===== src/rtl/led_seq_pkg.sv =====
// rtl/led_seq_pkg.sv - shared mode/direction types and pattern constants for the LED sequencer
package led_seq_pkg;

  typedef enum logic [1:0] {
    MODE_OFF    = 2'd0,
    MODE_BOUNCE = 2'd1,
    MODE_CHASE  = 2'd2,
    MODE_BLINK  = 2'd3
  } mode_e;

  typedef enum logic {
    DIR_FWD = 1'b0,
    DIR_BWD = 1'b1
  } dir_e;

  localparam logic [3:0] RESET_PATTERN = 4'b0001;
  localparam logic [3:0] BLINK_PATTERN = 4'b1111;

  function automatic logic [3:0] start_pattern(mode_e m);
    return (m == MODE_BLINK) ? BLINK_PATTERN : RESET_PATTERN;
  endfunction

endpackage


===== src/rtl/led_seq_if.sv =====
// rtl/led_seq_if.sv - valid/ready command bundle carrying {mode, rate} from host to sequencer
interface led_seq_if;
  logic       cmd_valid;
  logic       cmd_ready;
  logic [1:0] cmd_mode;
  logic [1:0] cmd_rate;

  modport master (output cmd_valid, output cmd_mode, output cmd_rate, input cmd_ready);
  modport slave  (input cmd_valid, input cmd_mode, input cmd_rate, output cmd_ready);
endinterface


===== src/rtl/led_seq_tick.sv =====
// rtl/led_seq_tick.sv - variable-modulo prescaler; wrap pulses once every BASE_DIV<<rate cycles
module led_seq_tick #(
  parameter int BASE_DIV = 4
) (
  input  logic       sysclk,
  input  logic       resetn,
  input  logic       en,
  input  logic       clr,
  input  logic [1:0] rate,
  output logic       wrap
);

  localparam int CW = $clog2(BASE_DIV << 3);

  logic [CW-1:0] cnt;
  logic [CW-1:0] last;

  always_comb begin
    last = CW'((BASE_DIV << rate) - 1);
    wrap = en && (cnt == last);
  end

  // Held at zero while disabled so a freshly enabled mode always gets a full first period.
  always_ff @(posedge sysclk or negedge resetn) begin
    if (!resetn) begin
      cnt <= '0;
    end else if (clr || !en || wrap) begin
      cnt <= '0;
    end else begin
      cnt <= cnt + CW'(1);
    end
  end

endmodule


===== src/rtl/led_seq_ctrl.sv =====
// rtl/led_seq_ctrl.sv - LED bar sequencer: command handshake, pending command, mode FSM, pattern
module led_seq_ctrl
  import led_seq_pkg::*;
#(
  parameter int CLOCK_FREQ = 12000000,
  parameter int TICK_HZ    = 10
) (
  input  logic         sysclk,
  input  logic         resetn,
  led_seq_if.slave     cmd,
  output logic [4:0]   led,
  output logic         step,
  output logic [7:0]   debug
);

  localparam int BASE_DIV = CLOCK_FREQ / TICK_HZ;

  mode_e      mode_q, mode_d;
  logic [1:0] rate_q, rate_d;
  logic       pend_valid_q, pend_valid_d;
  mode_e      pend_mode_q, pend_mode_d;
  logic [1:0] pend_rate_q, pend_rate_d;
  logic [3:0] bar_q, bar_d;
  dir_e       dir_q, dir_d;
  logic       ready_q, ready_d;
  logic [4:0] led_d;
  logic       step_d;
  logic [7:0] debug_d;

  logic       tick_en;
  logic       wrap;
  logic       accept;
  logic       apply;

  assign cmd.cmd_ready = ready_q;
  assign tick_en       = (mode_q != MODE_OFF);

  led_seq_tick #(
    .BASE_DIV (BASE_DIV)
  ) u_tick (
    .sysclk (sysclk),
    .resetn (resetn),
    .en     (tick_en),
    .clr    (apply),
    .rate   (rate_q),
    .wrap   (wrap)
  );

  always_comb begin
    mode_d       = mode_q;
    rate_d       = rate_q;
    pend_valid_d = pend_valid_q;
    pend_mode_d  = pend_mode_q;
    pend_rate_d  = pend_rate_q;
    bar_d        = bar_q;
    dir_d        = dir_q;
    step_d       = 1'b0;

    accept = cmd.cmd_valid && ready_q;
    // An idle sequencer has no wrap to wait for, so a pending command lands immediately.
    apply  = pend_valid_q && ((mode_q == MODE_OFF) || wrap);

    if (apply) begin
      mode_d       = pend_mode_q;
      rate_d       = pend_rate_q;
      pend_valid_d = 1'b0;
      bar_d        = start_pattern(pend_mode_q);
      dir_d        = DIR_FWD;
    end else if (wrap) begin
      step_d = 1'b1;
      unique case (mode_q)
        MODE_BOUNCE: begin
          if (dir_q == DIR_FWD) begin
            if (bar_q[3]) begin
              bar_d = 4'b0100;
              dir_d = DIR_BWD;
            end else begin
              bar_d = bar_q << 1;
            end
          end else begin
            if (bar_q[0]) begin
              bar_d = 4'b0010;
              dir_d = DIR_FWD;
            end else begin
              bar_d = bar_q >> 1;
            end
          end
        end
        MODE_CHASE: bar_d = {bar_q[2:0], bar_q[3]};
        MODE_BLINK: bar_d = ~bar_q;
        default:    bar_d = bar_q;
      endcase
    end

    // accept and apply are exclusive: accept needs ready, apply needs a pending command.
    if (accept) begin
      pend_valid_d = 1'b1;
      pend_mode_d  = mode_e'(cmd.cmd_mode);
      pend_rate_d  = cmd.cmd_rate;
    end

    ready_d = ~pend_valid_d;
    led_d   = (mode_d != MODE_OFF) ? {1'b1, bar_d} : 5'b0;
    debug_d = {mode_d, rate_d, pend_valid_d, dir_d, step_d, ready_d};
  end

  always_ff @(posedge sysclk or negedge resetn) begin
    if (!resetn) begin
      mode_q       <= MODE_OFF;
      rate_q       <= 2'd0;
      pend_valid_q <= 1'b0;
      pend_mode_q  <= MODE_OFF;
      pend_rate_q  <= 2'd0;
      bar_q        <= RESET_PATTERN;
      dir_q        <= DIR_FWD;
      ready_q      <= 1'b1;
      led          <= 5'b0;
      step         <= 1'b0;
      debug        <= 8'h01;
    end else begin
      mode_q       <= mode_d;
      rate_q       <= rate_d;
      pend_valid_q <= pend_valid_d;
      pend_mode_q  <= pend_mode_d;
      pend_rate_q  <= pend_rate_d;
      bar_q        <= bar_d;
      dir_q        <= dir_d;
      ready_q      <= ready_d;
      led          <= led_d;
      step         <= step_d;
      debug        <= debug_d;
    end
  end

endmodule


===== src/flat_wrapper.sv =====
// flat-port wrapper written by rule: the top's interface ports become plain ports
module led_seq_ctrl_flat import led_seq_pkg::*;
#(
  parameter int CLOCK_FREQ = 12000000,
  parameter int TICK_HZ    = 10
)
  (sysclk, resetn, led, step, debug, cmd_cmd_valid, cmd_cmd_mode, cmd_cmd_rate, cmd_cmd_ready);
  led_seq_if cmd_i ();
  input  logic sysclk;
  input  logic resetn;
  output logic [4:0] led;
  output logic step;
  output logic [7:0] debug;
  input wire logic [$bits(cmd_i.cmd_valid)-1:0] cmd_cmd_valid;
  input wire logic [$bits(cmd_i.cmd_mode)-1:0] cmd_cmd_mode;
  input wire logic [$bits(cmd_i.cmd_rate)-1:0] cmd_cmd_rate;
  output wire logic [$bits(cmd_i.cmd_ready)-1:0] cmd_cmd_ready;
  assign cmd_i.cmd_valid = cmd_cmd_valid;
  assign cmd_i.cmd_mode = cmd_cmd_mode;
  assign cmd_i.cmd_rate = cmd_cmd_rate;
  assign cmd_cmd_ready = cmd_i.cmd_ready;
  led_seq_ctrl #(.CLOCK_FREQ(CLOCK_FREQ), .TICK_HZ(TICK_HZ)) u_core (.sysclk(sysclk), .resetn(resetn), .cmd(cmd_i), .led(led), .step(step), .debug(debug));
endmodule

===== config.mk =====
export PLATFORM = sky130hd
export DESIGN_NAME = led_seq_ctrl_flat
export DESIGN_NICKNAME = d
export VERILOG_FILES = /design/src/rtl/led_seq_pkg.sv /design/src/rtl/led_seq_if.sv /design/src/rtl/led_seq_tick.sv /design/src/rtl/led_seq_ctrl.sv /design/src/flat_wrapper.sv
export SDC_FILE = /design/constraint.sdc
export NUM_CORES = 1
export LEC_CHECK = 0
export BUFFER_PORTS_ARGS = -buffer_cell sky130_fd_sc_hd__buf_2
export CORE_ASPECT_RATIO = 0.6
export CORE_UTILIZATION = 63
export CTS_CLUSTER_SIZE = 20
export DETAILED_ROUTE_END_ITERATION = 8
export PLACE_DENSITY = 0.84
export SLEW_MARGIN = 20
export SYNTH_ARGS = -nofsm -noshare
export SYNTH_HDL_FRONTEND = slang
export SYNTH_SLANG_ARGS = --single-unit

===== constraint.sdc =====
create_clock -name sysclk -period 4.95 [get_ports sysclk]
set_input_delay 1.485 -clock sysclk [delete_from_list [all_inputs] [get_ports sysclk]]
set_output_delay 1.485 -clock sysclk [all_outputs]
set_load 0.03 [all_outputs]

==> results.yml <==
routing:
  dr.pass1.iters: 4
  vias: 1957
  drt-met1-wl_um: 2690
  via_per_inst: 6.00
  drt_iter0_markers: 148
  final_antenna_net_count: 0
  wl_um: 5180
  dr_wl_met3_um: 353
  top_layer: "met4"
  dr_wl_met2_um: 2100
  drcViolationCount: 0
  wire_per_inst_um: 15.9
worst_setup_path:
  regToRegEndpoint: "u_core.debug[5]"
  crit_arrival_ps: 3330
  crit_type: "reg2reg"
  worstSetupEndpoint: "u_core.debug[5]"
  path_max_fanout: 27
  worstSetupEndpointType: "register"
  worstReg2RegStart: "u_core.debug[4]"
  reg2regPathDepth: 8
  worstPathRequired_ps: 5140
  cp-start-kind: "register"
  r2r_setup_slack_ps: 1810
  startpoint: "u_core.debug[4]"
synth:
  syn-num-nets: 282
  synth_ff_type: "dfrtp_1"
  ys_warn_count: 0
  syn_avg_cell_area_um2: 9.37
  async_reset_ff_share_pct: 100
  netlist.area_leader.share_pct: 43.0
  ys_types: 45
  synthesis.area_mm2: 0.00250
  synth_common_cells: "dfrtp_1, nor2_1, nand2_1"
  synth_area_leaders: "dfrtp_1, xor2_1, nor2_1, ha_1, xnor2_1"
  ys_ff_latch: 45
  synth_cells: 267
  synth_edf_count: 0
  synth_top_cell_by_area: "dfrtp_1"
  yosysSeqAreaShare_pct: 45.1
  synth.most_common_cell: "dfrtp_1"
sta:
  fin_ws_ps: 1810
  fin_worst_skew_ps: 8.43
  min_period_ps: 3140
  drv_slew: 0
  whs_ps: 512
  max_slew_margin_pct: 52.8
  finalHoldViolCount: 0
  period_share_pct: 63.5
  fin_tns_setup_ps: 0
  max_freq_mhz: 318
  worst_pin_slew_ps: 706
  rsz0062_at_grt: "no"
  setup_viol: 0
power:
  leakage_nw: 1.23
  ir_drop_mv: 0.445
  seqPwrFrac_pct: 44.0
  combPwrFrac_pct: 38.6
  p_switching_w: 0.000570
  switching_share_pct: 42.8
  p_int_w: 0.000760
  clockPowerShare_pct: 17.3
  power_density_mw_per_mm2: 498
min_path:
  min_path_type: "reg2reg"
die:
  start_util_pct: 66.8
  num_rows: 17
  die_w_um: 83.4
  die_area_mm2: 0.00424
  coreArea_mm2: 0.00374
  die_h_um: 50.8
  ios: 22
clock_tree:
  cts_resized: 0
  cts.path.max_buffers: 2
  cts-root-buf: "clkbuf_8"
  cts_tree: "done"
  cts-htree-levels: 2
  cts_setup_buffers: 0
  path_clk_slew_ps: 80
  cts-buffers-inserted: 5
  cts.sinks: 45
  insertion_delay_ps: 300
  hold_buffers: 0
placement:
  dp_hpwl_um: 3630
  routabilityCongestion: 0.880
  io_buffers: 21
  placed_cell_area_mm2: 0.00258
  place_worst_setup_slack_ps: 1840
global_route:
  grt_max_degree: 46
  grt_pass1_wl_um: 8430
  grt_remaining_overflow: 0
  grt_pass1_vias: 1657
  grt_use_total_pct: 26.0
  antenna_found_initial: 0
final_layout:
  antennaDiodeCount: 0
  fin_nets: 293
  drive_gt1_share_pct: 15.4
  finalInstanceArea_mm2: 0.00267
  syn_to_final_growth_pct: 6.75
flow_run:
  maxCapViolCount: 0
run_status:
  status: "finished clean"
[metrics by stage]
| step | instances | power, W | util [%] |
|---|---|---|---|
| final | 326 | 0.00133 | 71.4 |
| after global routing | 326 | 0.00141 | 71.4 |
| after CTS | 326 | 0.00133 | 71.3 |
| after detailed placement | 318 | 0.00110 | 68.9 |
| after global placement | 318 | 0.00108 | 68.9 |
| after floorplan | 267 | 0.000969 | - |
[worst min path at each step]
stage | slack [ps] | depth (start not counted) | start | end
after global placement | 490 | 1 | u_core.pend_rate_q[0] | u_core.debug[4]
after global routing | 520 | 1 | u_core.pend_rate_q[0] | u_core.debug[4]
after detailed placement | 490 | 1 | u_core.pend_rate_q[0] | u_core.debug[4]
after floorplan | 470 | 1 | u_core.u_tick.cnt[0] | u_core.u_tick.cnt[0]
final | 510 | 1 | u_core.pend_rate_q[0] | u_core.debug[4]
after CTS | 510 | 1 | u_core.pend_rate_q[0] | u_core.debug[4]
[critical path: stages, from the launching register on]
cell	delay, ps
dfrtp_1	500
inv_1	140
ha_1	360
and3b_1	220
a21oi_1	50
or4_1	660
o21ai_4	620
nand2_2	160
mux2_4	320
[layout by cell type (no fill, tap or decap), types with 6 or more instances in the layout]
cell and count:
and3_1 9, xnor2_1 10, ha_1 8, nand2_1 23, buf_2 20, nor3_1 7, inv_1 8, xor2_1 17
nor2_1 38, nand4_1 6, dfrtp_1 43, a21oi_1 14, nand3_1 13
[per-layer routing]
metal | vias to the layer above | global-route usage, %
li1 | 934 | -
met1 | 940 | 43.1
met2 | 78 | 33.7
met3 | 5 | 5.33
met4 | 0 | 6.32
met5 | - | 0
[area by class of cell]
cell class | instances | area, um^2
multi-input combinational | 197 | 1260
sequential | 45 | 1130
fill | 303 | 1070
timing repair buffer | 21 | 108
clock buffer | 5 | 68.8
tap | 47 | 58.8
inverter | 8 | 30.0
clock inverter | 3 | 21.3
[cells by family (layout without fill, tap and decap cells)]
| group | after synthesis | in the layout | share of synthesized area (%) |
|---|---|---|---|
| compound gates | 38 | 38 | 10.1 |
| simple gates | 117 | 117 | 23.2 |
| fa+ha+maj | 8 | 8 | 4.00 |
| mux | 7 | 7 | 3.45 |
| flops | 45 | 45 | 45.1 |
| buf+inv | 25 | 37 | 4.70 |
| xor+xnor | 27 | 27 | 9.45 |
[power groups by stage]
stage	clock [W]	sequential, W	combinational [W]
2_1_floorplan	0	0.000601	0.000368
3_3_place_gp	0	0.000580	0.000504
3_5_place_dp	0	0.000589	0.000506
4_1_cts	0.000235	0.000583	0.000512
5_1_grt	0.000251	0.000601	0.000562
6_report	0.000231	0.000586	0.000514
[flip-flops by register name, indices dropped and copies added, names as in the netlist]
signal and count:
u_core.pend_rate_q 2, u_core.debug 8, u_core.bar_q 4, u_core.led 5, u_core.pend_mode_q 2, u_core.u_tick.cnt 24
Power figures use the tool's default switching activity.
